==> src/rtl/magcomp_pkg.sv <==
// Shared types for the magnitude-compare sequencer:
// states, phase codes, result display encodings.
package magcomp_pkg;

  localparam int HOLD_CYC_DEF = 100_000_000;
  localparam int CNT_W_DEF    = 27;

  typedef enum logic [2:0] {
    ST_IDLE     = 3'd0,
    ST_CAPTURE  = 3'd1,
    ST_SETTLE   = 3'd2,
    ST_SHOW_A   = 3'd3,
    ST_SHOW_B   = 3'd4,
    ST_SHOW_RES = 3'd5
  } state_t;

  localparam logic [1:0] PH_NONE = 2'b00;
  localparam logic [1:0] PH_A    = 2'b01;
  localparam logic [1:0] PH_B    = 2'b10;
  localparam logic [1:0] PH_RES  = 2'b11;

  typedef struct packed {
    logic       sign;
    logic [4:0] val;
  } disp_t;

  localparam disp_t RES_GT = disp_t'{1'b0, 5'd1};
  localparam disp_t RES_EQ = disp_t'{1'b0, 5'd0};
  localparam disp_t RES_LT = disp_t'{1'b1, 5'd1};

  function automatic disp_t res_disp(
    input logic eq,
    input logic gt
  );
    disp_t d;
    d = RES_LT;
    unique case (1'b1)
      gt:      d = RES_GT;
      eq:      d = RES_EQ;
      default: d = RES_LT;
    endcase
    return d;
  endfunction

endpackage

==> src/rtl/magcomp_seq_ctrl_if.sv <==
// Bundle between sequencer, switches,
// datapath and seven-seg driver.
interface magcomp_seq_ctrl_if;

  logic [4:0] A_IN;
  logic [4:0] B_IN;
  logic       LOAD;
  logic       FREEZE;
  logic [4:0] A_REG;
  logic [4:0] B_REG;
  logic [4:0] A_MAG;
  logic [4:0] B_MAG;
  logic       EQ;
  logic       GT;
  logic [4:0] DISP_VAL;
  logic       DISP_SIGN;
  logic       DISP_VALID;
  logic [1:0] PHASE;
  logic       BUSY;

  modport master (
    input  A_IN, B_IN, LOAD, FREEZE,
    input  A_MAG, B_MAG, EQ, GT,
    output A_REG, B_REG,
    output DISP_VAL, DISP_SIGN, DISP_VALID,
    output PHASE, BUSY
  );

  modport slave (
    output A_IN, B_IN, LOAD, FREEZE,
    output A_MAG, B_MAG, EQ, GT,
    input  A_REG, B_REG,
    input  DISP_VAL, DISP_SIGN, DISP_VALID,
    input  PHASE, BUSY
  );

endinterface

==> src/rtl/magcomp_seq_ctrl_phase_timer.sv <==
// Display hold counter: clear, enable and a
// terminal-count pulse on the last held cycle.
module phase_timer #(
  parameter int HOLD_CYC = 4,
  parameter int CNT_W    = 27
) (
  input  logic CLK,
  input  logic RST_N,
  input  logic i_clr,
  input  logic i_en,
  output logic o_tc
);

  localparam logic [CNT_W-1:0] LP_LAST =
    CNT_W'(HOLD_CYC - 1);

  logic [CNT_W-1:0] r_cnt;

  assign o_tc = i_en && (r_cnt == LP_LAST);

  // clear wins; hold while disabled
  always_ff @(posedge CLK or negedge RST_N) begin
    if (!RST_N) begin
      r_cnt <= '0;
    end else if (i_clr) begin
      r_cnt <= '0;
    end else if (i_en) begin
      r_cnt <= r_cnt + 1'b1;
    end
  end

endmodule

==> src/rtl/magcomp_seq_ctrl.sv <==
// Sequencer: capture operands, settle, latch
// compare result, rotate display A/B/RESULT.
module magcomp_seq_ctrl
  import magcomp_pkg::*;
#(
  parameter int HOLD_CYC = HOLD_CYC_DEF,
  parameter int CNT_W    = CNT_W_DEF
) (
  input logic CLK,
  input logic RST_N,
  magcomp_seq_ctrl_if.master bus
);

  state_t     r_state;
  state_t     w_next;
  logic       w_tc;
  logic       w_en;
  logic       w_clr;
  logic       w_show;

  logic [4:0] r_a_reg;
  logic [4:0] r_b_reg;
  logic       r_res_eq;
  logic       r_res_gt;
  logic       r_sgn_a;
  logic       r_sgn_b;

  logic [4:0] r_disp_val;
  logic       r_disp_sign;
  logic       r_disp_valid;
  logic [1:0] r_phase;
  logic       r_busy;

  disp_t      w_disp;
  logic       w_valid;
  logic [1:0] w_phase;
  logic       w_busy;
  logic       w_sgn_a;

  assign w_show = (r_state == ST_SHOW_A) ||
                  (r_state == ST_SHOW_B) ||
                  (r_state == ST_SHOW_RES);
  assign w_en   = w_show && !bus.FREEZE;
  assign w_clr  = (w_next != r_state);

  // sign latch lands with the first SHOW_A cycle
  assign w_sgn_a = (r_state == ST_SETTLE) ?
                   r_a_reg[4] : r_sgn_a;

  phase_timer #(
    .HOLD_CYC (HOLD_CYC),
    .CNT_W    (CNT_W)
  ) u_timer (
    .CLK   (CLK),
    .RST_N (RST_N),
    .i_clr (w_clr),
    .i_en  (w_en),
    .o_tc  (w_tc)
  );

  // state register
  always_ff @(posedge CLK or negedge RST_N) begin
    if (!RST_N) begin
      r_state <= ST_IDLE;
    end else begin
      r_state <= w_next;
    end
  end

  // next state; LOAD beats phase advance
  always_comb begin
    w_next = r_state;
    unique case (r_state)
      ST_IDLE:
        if (bus.LOAD) w_next = ST_CAPTURE;
      ST_CAPTURE:
        w_next = ST_SETTLE;
      ST_SETTLE:
        w_next = ST_SHOW_A;
      ST_SHOW_A:
        if (bus.LOAD)  w_next = ST_CAPTURE;
        else if (w_tc) w_next = ST_SHOW_B;
      ST_SHOW_B:
        if (bus.LOAD)  w_next = ST_CAPTURE;
        else if (w_tc) w_next = ST_SHOW_RES;
      ST_SHOW_RES:
        if (bus.LOAD)  w_next = ST_CAPTURE;
        else if (w_tc) w_next = ST_SHOW_A;
      default:
        w_next = ST_IDLE;
    endcase
  end

  // operand capture and result latch
  always_ff @(posedge CLK or negedge RST_N) begin
    if (!RST_N) begin
      r_a_reg  <= '0;
      r_b_reg  <= '0;
      r_res_eq <= 1'b0;
      r_res_gt <= 1'b0;
      r_sgn_a  <= 1'b0;
      r_sgn_b  <= 1'b0;
    end else begin
      if (r_state == ST_CAPTURE) begin
        r_a_reg <= bus.A_IN;
        r_b_reg <= bus.B_IN;
      end
      if (r_state == ST_SETTLE) begin
        r_res_eq <= bus.EQ;
        r_res_gt <= bus.GT;
        r_sgn_a  <= r_a_reg[4];
        r_sgn_b  <= r_b_reg[4];
      end
    end
  end

  // display data for the state being entered
  always_comb begin
    w_disp  = '0;
    w_valid = 1'b0;
    w_phase = PH_NONE;
    w_busy  = 1'b0;
    unique case (w_next)
      ST_CAPTURE,
      ST_SETTLE: w_busy = 1'b1;
      ST_SHOW_A: begin
        w_disp  = disp_t'{w_sgn_a, bus.A_MAG};
        w_valid = 1'b1;
        w_phase = PH_A;
      end
      ST_SHOW_B: begin
        w_disp  = disp_t'{r_sgn_b, bus.B_MAG};
        w_valid = 1'b1;
        w_phase = PH_B;
      end
      ST_SHOW_RES: begin
        w_disp  = res_disp(r_res_eq, r_res_gt);
        w_valid = 1'b1;
        w_phase = PH_RES;
      end
      default: ;
    endcase
  end

  // registered display/status outputs
  always_ff @(posedge CLK or negedge RST_N) begin
    if (!RST_N) begin
      r_disp_val   <= '0;
      r_disp_sign  <= 1'b0;
      r_disp_valid <= 1'b0;
      r_phase      <= PH_NONE;
      r_busy       <= 1'b0;
    end else begin
      r_disp_val   <= w_disp.val;
      r_disp_sign  <= w_disp.sign;
      r_disp_valid <= w_valid;
      r_phase      <= w_phase;
      r_busy       <= w_busy;
    end
  end

  assign bus.A_REG      = r_a_reg;
  assign bus.B_REG      = r_b_reg;
  assign bus.DISP_VAL   = r_disp_val;
  assign bus.DISP_SIGN  = r_disp_sign;
  assign bus.DISP_VALID = r_disp_valid;
  assign bus.PHASE      = r_phase;
  assign bus.BUSY       = r_busy;

endmodule
==> src/flat_wrapper.sv <==
// flat-port wrapper written by rule: the top's interface ports become plain ports
module magcomp_seq_ctrl_flat import magcomp_pkg::*;
#(
  parameter int HOLD_CYC = HOLD_CYC_DEF,
  parameter int CNT_W    = CNT_W_DEF
)
  (CLK, RST_N, bus_A_IN, bus_B_IN, bus_LOAD, bus_FREEZE, bus_A_MAG, bus_B_MAG, bus_EQ, bus_GT, bus_A_REG, bus_B_REG, bus_DISP_VAL, bus_DISP_SIGN, bus_DISP_VALID, bus_PHASE, bus_BUSY);
  magcomp_seq_ctrl_if bus_i ();
  input logic CLK;
  input logic RST_N;
  input wire logic [$bits(bus_i.A_IN)-1:0] bus_A_IN;
  input wire logic [$bits(bus_i.B_IN)-1:0] bus_B_IN;
  input wire logic [$bits(bus_i.LOAD)-1:0] bus_LOAD;
  input wire logic [$bits(bus_i.FREEZE)-1:0] bus_FREEZE;
  input wire logic [$bits(bus_i.A_MAG)-1:0] bus_A_MAG;
  input wire logic [$bits(bus_i.B_MAG)-1:0] bus_B_MAG;
  input wire logic [$bits(bus_i.EQ)-1:0] bus_EQ;
  input wire logic [$bits(bus_i.GT)-1:0] bus_GT;
  output wire logic [$bits(bus_i.A_REG)-1:0] bus_A_REG;
  output wire logic [$bits(bus_i.B_REG)-1:0] bus_B_REG;
  output wire logic [$bits(bus_i.DISP_VAL)-1:0] bus_DISP_VAL;
  output wire logic [$bits(bus_i.DISP_SIGN)-1:0] bus_DISP_SIGN;
  output wire logic [$bits(bus_i.DISP_VALID)-1:0] bus_DISP_VALID;
  output wire logic [$bits(bus_i.PHASE)-1:0] bus_PHASE;
  output wire logic [$bits(bus_i.BUSY)-1:0] bus_BUSY;
  assign bus_i.A_IN = bus_A_IN;
  assign bus_i.B_IN = bus_B_IN;
  assign bus_i.LOAD = bus_LOAD;
  assign bus_i.FREEZE = bus_FREEZE;
  assign bus_i.A_MAG = bus_A_MAG;
  assign bus_i.B_MAG = bus_B_MAG;
  assign bus_i.EQ = bus_EQ;
  assign bus_i.GT = bus_GT;
  assign bus_A_REG = bus_i.A_REG;
  assign bus_B_REG = bus_i.B_REG;
  assign bus_DISP_VAL = bus_i.DISP_VAL;
  assign bus_DISP_SIGN = bus_i.DISP_SIGN;
  assign bus_DISP_VALID = bus_i.DISP_VALID;
  assign bus_PHASE = bus_i.PHASE;
  assign bus_BUSY = bus_i.BUSY;
  magcomp_seq_ctrl #(.HOLD_CYC(HOLD_CYC), .CNT_W(CNT_W)) u_core (.CLK(CLK), .RST_N(RST_N), .bus(bus_i));
endmodule
==> config.mk <==
export PLATFORM = sky130hd
export DESIGN_NAME = magcomp_seq_ctrl_flat
export DESIGN_NICKNAME = d
export VERILOG_FILES = /design/src/rtl/magcomp_pkg.sv /design/src/rtl/magcomp_seq_ctrl_if.sv /design/src/rtl/magcomp_seq_ctrl_phase_timer.sv /design/src/rtl/magcomp_seq_ctrl.sv /design/src/flat_wrapper.sv
export SDC_FILE = /design/constraint.sdc
export NUM_CORES = 1
export LEC_CHECK = 0
export ABC_AREA = 1
export CELL_PAD_IN_SITES_DETAIL_PLACEMENT = 0
export CELL_PAD_IN_SITES_GLOBAL_PLACEMENT = 1
export CORE_ASPECT_RATIO = 0.75
export CORE_MARGIN = 4
export CORE_UTILIZATION = 31
export CTS_CLUSTER_DIAMETER = 30
export DETAILED_ROUTE_END_ITERATION = 12
export DONT_BUFFER_PORTS = 1
export PLACE_DENSITY = 0.64
export SYNTH_ARGS = -nofsm -noshare
export SYNTH_HDL_FRONTEND = slang
export SYNTH_SLANG_ARGS = --single-unit
==> constraint.sdc <==
create_clock -name CLK -period 5.9 [get_ports CLK]
set_input_delay 1.475 -clock CLK [delete_from_list [all_inputs] [get_ports CLK]]
set_output_delay 1.475 -clock CLK [all_outputs]
set_load 0.005 [all_outputs]
==> results of run 1 <==
[registers in the layout, indices dropped and copies added (netlist names), 2 cells and up]
| name | count |
|---|---|
| u_core.bus.DISP_VAL | 5 |
| u_core.r_state | 3 |
| u_core.bus.B_REG | 5 |
| u_core.bus.A_REG | 5 |
| u_core.bus.PHASE | 2 |
| u_core.u_timer.r_cnt | 27 |
[cell families after synthesis]
| group | Yosys count | synth area share (%) |
|---|---|---|
| AND/OR/NAND/NOR | 204 | 37.0 |
| adder cells (fa/ha/maj) | 1 | 0.431 |
| AO/OA/AOI/OAI | 9 | 1.72 |
| flip-flops | 54 | 46.6 |
| multiplexers | 3 | 1.16 |
| buffers and inverters | 34 | 5.60 |
| XOR/XNOR | 25 | 7.54 |
[power by group through the flow]
stage | clock (µW) | sequential, µW | combinational [µW]
after global routing | 315 | 526 | 466
final | 286 | 517 | 414
after floorplan | 0 | 505 | 405
after global placement | 0 | 525 | 419
after CTS | 299 | 518 | 423
after detailed placement | 0 | 525 | 424
[per-stage QoR]
step                hold WS (ns)  power [µW]  cells  instance area (µm²)
finish                     0.488        1220    463                 3170
global route               0.519        1310    463                 3170
CTS                        0.496        1240    463                 3170
detailed placement         0.474         949    455                 3020
global placement           0.485         944    455                 3020
floorplan                  0.447         909    330                 2900
[final timing paths]
check | from | endpoint | slack [ns] | depth (start not counted)
worst max-delay path | bus_FREEZE | u_core.u_timer.r_cnt[0]$_DFFE_PN0P_ | 3.09 | 12
max in group asynchronous | RST_N | u_core.u_timer.r_cnt[19]$_DFFE_PN0P_ | 4.92 | 0
worst min register to register | u_core.r_sgn_b$_DFFE_PN0P_ | u_core.bus.DISP_SIGN$_DFF_PN0_ | 0.49 | 2
worst max register to register | u_core.r_state[1]$_DFF_PN0_ | u_core.u_timer.r_cnt[0]$_DFFE_PN0P_ | 3.42 | 13
min in group asynchronous | RST_N | u_core.bus.DISP_VAL[2]$_DFF_PN0_ | 0.87 | 0
worst min-delay path | u_core.r_sgn_b$_DFFE_PN0P_ | u_core.bus.DISP_SIGN$_DFF_PN0_ | 0.49 | 2
[tightest hold or removal path, delay by kind of cell (launching register included)]
| kind | cells | cell delay [ns] |
|---|---|---|
| flip-flops | 1 | 0.35 |
| AND/OR/NAND/NOR | 2 | 0.11 |
[layer usage]
layer / track usage [%] / vias up / share of wire (%)
met1: 17.6 / 944 / 54
met5: 0 / - / 0
met4: 2.86 / 0 / 0.58
met3: 2.71 / 5 / 3.4
met2: 14.9 / 28 / 42
li1: - / 1040 / -
[area by class of cell]
| class | instances | share of cell area [%] |
|---|---|---|
| Clock buffer | 6 | 4.07 |
| Sequential cell | 54 | 42.7 |
| Multi-Input combinational cell | 242 | 43.9 |
| Clock inverter | 2 | 0.435 |
| Inverter | 30 | 3.64 |
| Tap cell | 128 | 5.06 |
| Timing Repair Buffer | 1 | 0.237 |
[placed cells by master, fill, tap and decap left out, types with 2 or more instances in the layout]
| cell | count |
|---|---|
| clkbuf_16 | 5 |
| dfrtp_1 | 54 |
| inv_1 | 28 |
| mux2_2 | 3 |
| nand2_1 | 94 |
| nand2_2 | 8 |
| nand2_4 | 5 |
| nand3_1 | 15 |
| nand4_1 | 9 |
| nor2_1 | 34 |
| nor2_2 | 2 |
| nor2_4 | 21 |
| nor3_1 | 9 |
| nor4_1 | 3 |
| o21ai_0 | 5 |
| xnor2_1 | 5 |
| xor2_1 | 20 |
==> metrics.cfg, run 1 <==
[status]
outcome = finished, final reports clean

[yosys]
syn_avg_cell_area_um2 = 8.80
yosysMostFrequentCell = nand2_1
synth_flop_cell = dfrtp_1
synthTopCellsByCount = nand2_1 (94), dfrtp_1 (54), nor2_1 (34)
yosys.cell_types.count = 29
synth-edff-count = 0
synth_nets = 357
yosysWarnings = 0
synth_area_leaders = dfrtp_1 (47%), nand2_1 (12%), nor2_4 (8.1%), xor2_1 (6.0%), nor2_1 (4.4%)
yosysTopAreaCell = dfrtp_1
netlist.area_leader.share_pct = 46.6
postSynth.asyncResetShare_pct = 100
netlist_area_um2 = 2900
netlist_instances = 330
synth-seq-cells = 54
seq_area_frac_synth_pct = 46.6

[sta]
setup_violations = 0
skew_ns = 0.00849
relSlewSlack_pct = 54.3
fmaxAchievable_ghz = 0.356
rsz0062_at_grt = no
setup-tns-final_ns = 0
final_max_slew_viol_count = 0
hold_viol = 0
finalWorstSetupSlack_ns = 3.09
min_period_over_period_pct = 47.6
finalCriticalPeriod_ns = 2.81
tightest_slew_ns = 0.685

[grt]
grt_pass1_vias = 1946
grt_max_degree = 55
grt_usage_pct = 11.2
grt_overflow = 0
antenna_found_initial = 0
grt_pass1_wl_mm = 10.0

[floorplanning]
die_x_um = 120
fp.dieH_um = 91.8
num_io_pins = 46
rows = 30
core_um2 = 9080
die_area_um2 = 11000
start_util_pct = 32.0

[layout]
final_nets = 361
drive_gt1_share_pct = 15.2
multi_input_area_um2 = 1390
syn_to_final_growth_pct = 9.05
final_core_util_pct = 34.8
ff_latch_area_um2 = 1350
filler_cell_count = 979
num_antenna_cells = 0

[job]
cap_viol_max_count = 0

[power]
power_frac_comb_pct = 34.0
p_per_area_nw_per_um2 = 384
power_frac_seq_pct = 42.4
clkPwrFrac_pct = 23.5
p_int_uw = 719
power_leakage_uw = 0.00135
p_switching_uw = 498
max-vdd-ir-drop_v = 0.000235
p_sw_share_pct = 40.9

[critical_path]
crit_top_cell = nand2_4
worstPathMaxFanout = 27
cp-end-kind = flop
cpLargestDelayFamily = simple AND/OR/NAND/NOR gates
critPathBufInv = 1
worstSetupPathType = input port to flop
crit_arrival_ns = 2.96
crit_chain = inv_1 -> nand2_4 -> nor2_8 -> nand2_4 -> nand2_1 -> nand2_2 -> nand2_4 -> nand2_1 -> nand2_2 -> nor2_4 -> nand2_4 -> nor2_1
crit_required_ns = 6.05
critPathLaunchType = input port
slowest_stage = nand2_4
cp_slowest_stage_delay_ns = 0.49

[clock_network]
cts_buffers = 5
root_buffer = clkbuf_16
htreeDepth = 2
cts_tree = yes
clkLatencyLatePin_ns = 0.29
clk_pin_slew_worst_paths_ns = 0.07
cts_resized = 0
post_cts_buffers = 0
cts_max_path_buffers = 2
holdBufCountCts = 0
cts_num_sinks = 54

[drt]
avgViaCountPerCell = 4.36
vias = 2017
drt-total-wl_mm = 5.85
drc = 0
drtPass1Iterations = 4
drt_iter0_markers = 138
wl_per_cell_um = 12.6
ant_nets = 0

[placement]
place_hpwl_mm = 4.31
post-place-ws_ns = 2.76
gp_congestion = 0.789
io_buffers = 0

[worst_hold_path]
hp-class = flop to flop

Power figures use the tool's default switching activity.
==> run 2, diff against run 1 <==
--- a/config.mk
+++ b/config.mk
@@ -14,7 +14,7 @@
 export CTS_CLUSTER_DIAMETER = 30
 export DETAILED_ROUTE_END_ITERATION = 12
 export DONT_BUFFER_PORTS = 1
-export PLACE_DENSITY = 0.64
+export PLACE_DENSITY = 0.66
 export SYNTH_ARGS = -nofsm -noshare
 export SYNTH_HDL_FRONTEND = slang
 export SYNTH_SLANG_ARGS = --single-unit
==> constraint.sdc (replaced) <==
create_clock -name CLK -period 2.55 [get_ports CLK]
set_input_delay 0.6375 -clock CLK [delete_from_list [all_inputs] [get_ports CLK]]
set_output_delay 0.6375 -clock CLK [all_outputs]
set_load 0.005 [all_outputs]
==> metrics.cfg, run 2 (same netlist as run 1, synthesis figures left out) <==
[drt]
drtPass1Iterations = 4  ; unchanged
drc = 0  ; unchanged
vias = 2019  ; was 2017
drt-total-wl_mm = 5.93  ; was 5.85 mm
top_layer_used = met4  ; unchanged
wl_met1_mm = 3.11  ; was 3.14 mm
wl_per_cell_um = 12.8  ; was 12.6 µm
dr_wl_met2_mm = 2.48  ; was 2.47 mm
ant_nets = 0  ; unchanged
drt_iter0_markers = 156  ; was 138
wl_met3_um = 248  ; was 200 µm
avgViaCountPerCell = 4.35  ; was 4.36

[sta]
finalWorstSetupSlack_ns = 0.279  ; was 3.09 ns
finalCriticalPeriod_ns = 2.27
min_period_over_period_pct = 89.1
tightest_slew_ns = 0.540  ; was 0.685 ns
hold_viol = 0  ; unchanged
setup_violations = 0  ; unchanged
fmaxAchievable_ghz = 0.440
setup-tns-final_ns = 0  ; unchanged
skew_ns = 0.00852  ; was 0.00849 ns
rsz0062_at_grt = no  ; unchanged
relSlewSlack_pct = 63.7  ; was 54.3%
final_max_slew_viol_count = 0  ; unchanged

[floorplanning]
fp.dieH_um = 91.8  ; unchanged
num_io_pins = 46  ; unchanged
core_um2 = 9080  ; unchanged
rows = 30  ; unchanged
start_util_pct = 32.0  ; unchanged
die_x_um = 120  ; unchanged
die_area_um2 = 11000  ; unchanged

[clock_network]
cts_tree = yes  ; unchanged
cts_buffers = 5  ; unchanged
root_buffer = clkbuf_16  ; unchanged
clkLatencyLatePin_ns = 0.30  ; was 0.29 ns
clk_pin_slew_worst_paths_ns = 0.07  ; about the same
cts_resized = 0  ; unchanged
cts_max_path_buffers = 2  ; unchanged
cts_num_sinks = 54  ; unchanged
htreeDepth = 2  ; unchanged
post_cts_buffers = 0  ; unchanged
holdBufCountCts = 0  ; unchanged

[worst_hold_path]
hp-class = input port to async pin  ; was flop to flop

[layout]
layout_common_cells = nand2_1 (94), dfrtp_1 (54), nor2_1 (34)  ; unchanged
num_antenna_cells = 0  ; unchanged
largest_register = u_core.u_timer.r_cnt  ; unchanged
largest_reg_flops = 27  ; unchanged
final_nets = 362  ; was 361
syn_to_final_growth_pct = 11.7  ; was 9.05%
filler_cell_count = 948  ; was 979
final_common_cell = nand2_1  ; unchanged
drive_gt1_share_pct = 15.8  ; was 15.2%

[grt]
antenna_found_initial = 0  ; unchanged
grt_pass1_vias = 2034  ; was 1946
grt_pass1_wl_mm = 10.3  ; was 10.0 mm
grt_usage_pct = 11.7  ; was 11.2%
grt_max_degree = 55  ; unchanged
grt_overflow = 0  ; unchanged

[status]
outcome = finished, final reports clean  ; unchanged

[critical_path]
reg2reg_to = u_core.u_timer.r_cnt[26]$_DFFE_PN0P_  ; was u_core.u_timer.r_cnt[0]$_DFFE_PN0P_
worstSetupPathType = flop to flop  ; was input port to flop
crit_chain = inv_1 -> nand2_1 -> nand2_2 -> nand2_4 -> nor2_8 -> nand2_4 -> nand2_1 -> nand2_1 -> nand2_2 -> nand2_4 -> nand2_1 -> nand2_2 -> nand2_4 -> buf_12 -> nor2_1  ; was inv_1 -> nand2_4 -> nor2_8 -> nand2_4 -> nand2_1 -> nand2_2 -> nand2_4 -> nand2_1 -> nand2_2 -> nor2_4 -> nand2_4 -> nor2_1
crit_arrival_ns = 2.45  ; was 2.96 ns
cpLargestDelayFamily = simple AND/OR/NAND/NOR gates  ; unchanged
cp-end-kind = flop  ; unchanged
cp_slowest_stage_delay_ns = 0.42  ; was 0.49 ns
critPathLaunchType = flop  ; was input port
worstReg2RegStart = u_core.r_state[1]$_DFF_PN0_  ; unchanged
slowest_stage = dfrtp_1  ; was nand2_4
r2r_cells = 15  ; was 13
crit_required_ns = 2.73  ; was 6.05 ns
critPathBufInv = 2  ; was 1
regToRegSetupSlack_ns = 0.28  ; was 3.42 ns
worstPathMaxFanout = 17  ; was 27

[placement]
io_buffers = 0  ; unchanged
place_hpwl_mm = 4.34  ; was 4.31 mm
post-place-ws_ns = 0.280  ; was 2.76 ns
gp_congestion = 0.777  ; was 0.789

[power]
power_leakage_uw = 0.00139  ; was 0.00135 µW
max-vdd-ir-drop_v = 0.000534  ; was 0.000235 V
p_per_area_nw_per_um2 = 968  ; was 384 nW/µm²

[job]
cap_viol_max_count = 0  ; unchanged

-- run 2: cell count changes in the layout (fill, tap and decap cells not counted), sizes merged --
cell,change
clkinv,-2
buf,+1
bufinv,+2
-- run 2: area by class of cell --
class	instances	area [µm²]	share of cell area, %
multi-input combinational	242	1390	42.8
sequential	54	1350	41.7
clock inverter	2	60.1	1.85
timing repair buffer	2	27.5	0.849
tap	128	160	4.94
inverter	30	115	3.55
clock buffer	6	139	4.28
-- run 2: per-stage QoR --
step	utilization (%)	std cells	cell area, µm²	hold WS, ns	total power, µW
floorplan	-	330	2900	0.342	2100
global placement	33.5	456	3040	0.344	2250
detailed placement	33.5	456	3040	0.345	2270
CTS	35.7	464	3240	0.0192	3190
global route	35.7	464	3240	0.0119	3340
finish	35.7	464	3240	0.0336	3140
-- run 2: report_power, final --
group,switching [µW],internal [µW]
clock network,319,590
logic,735,307
registers,136,1050
total,1190,1950
-- run 2: worst max path at each step --
stage,cells after the start,slack (ns),endpoint,from
2_1_floorplan,15,0.67,u_core.u_timer.r_cnt[21]$_DFFE_PN0P_,u_core.u_timer.r_cnt[0]$_DFFE_PN0P_
3_3_place_gp,15,0.31,u_core.u_timer.r_cnt[26]$_DFFE_PN0P_,u_core.r_state[1]$_DFF_PN0_
3_5_place_dp,15,0.28,u_core.u_timer.r_cnt[26]$_DFFE_PN0P_,u_core.r_state[1]$_DFF_PN0_
4_1_cts,15,0.26,u_core.u_timer.r_cnt[26]$_DFFE_PN0P_,u_core.r_state[1]$_DFF_PN0_
5_1_grt,15,0.07,u_core.u_timer.r_cnt[26]$_DFFE_PN0P_,u_core.r_state[1]$_DFF_PN0_
6_report,15,0.28,u_core.u_timer.r_cnt[26]$_DFFE_PN0P_,u_core.r_state[1]$_DFF_PN0_
-- run 2: routing by layer --
metal	track usage [%]	vias to the layer above
met5	0	-
met4	4.00	0
met3	3.02	7
met2	16.8	36
met1	16.8	930
li1	-	1046
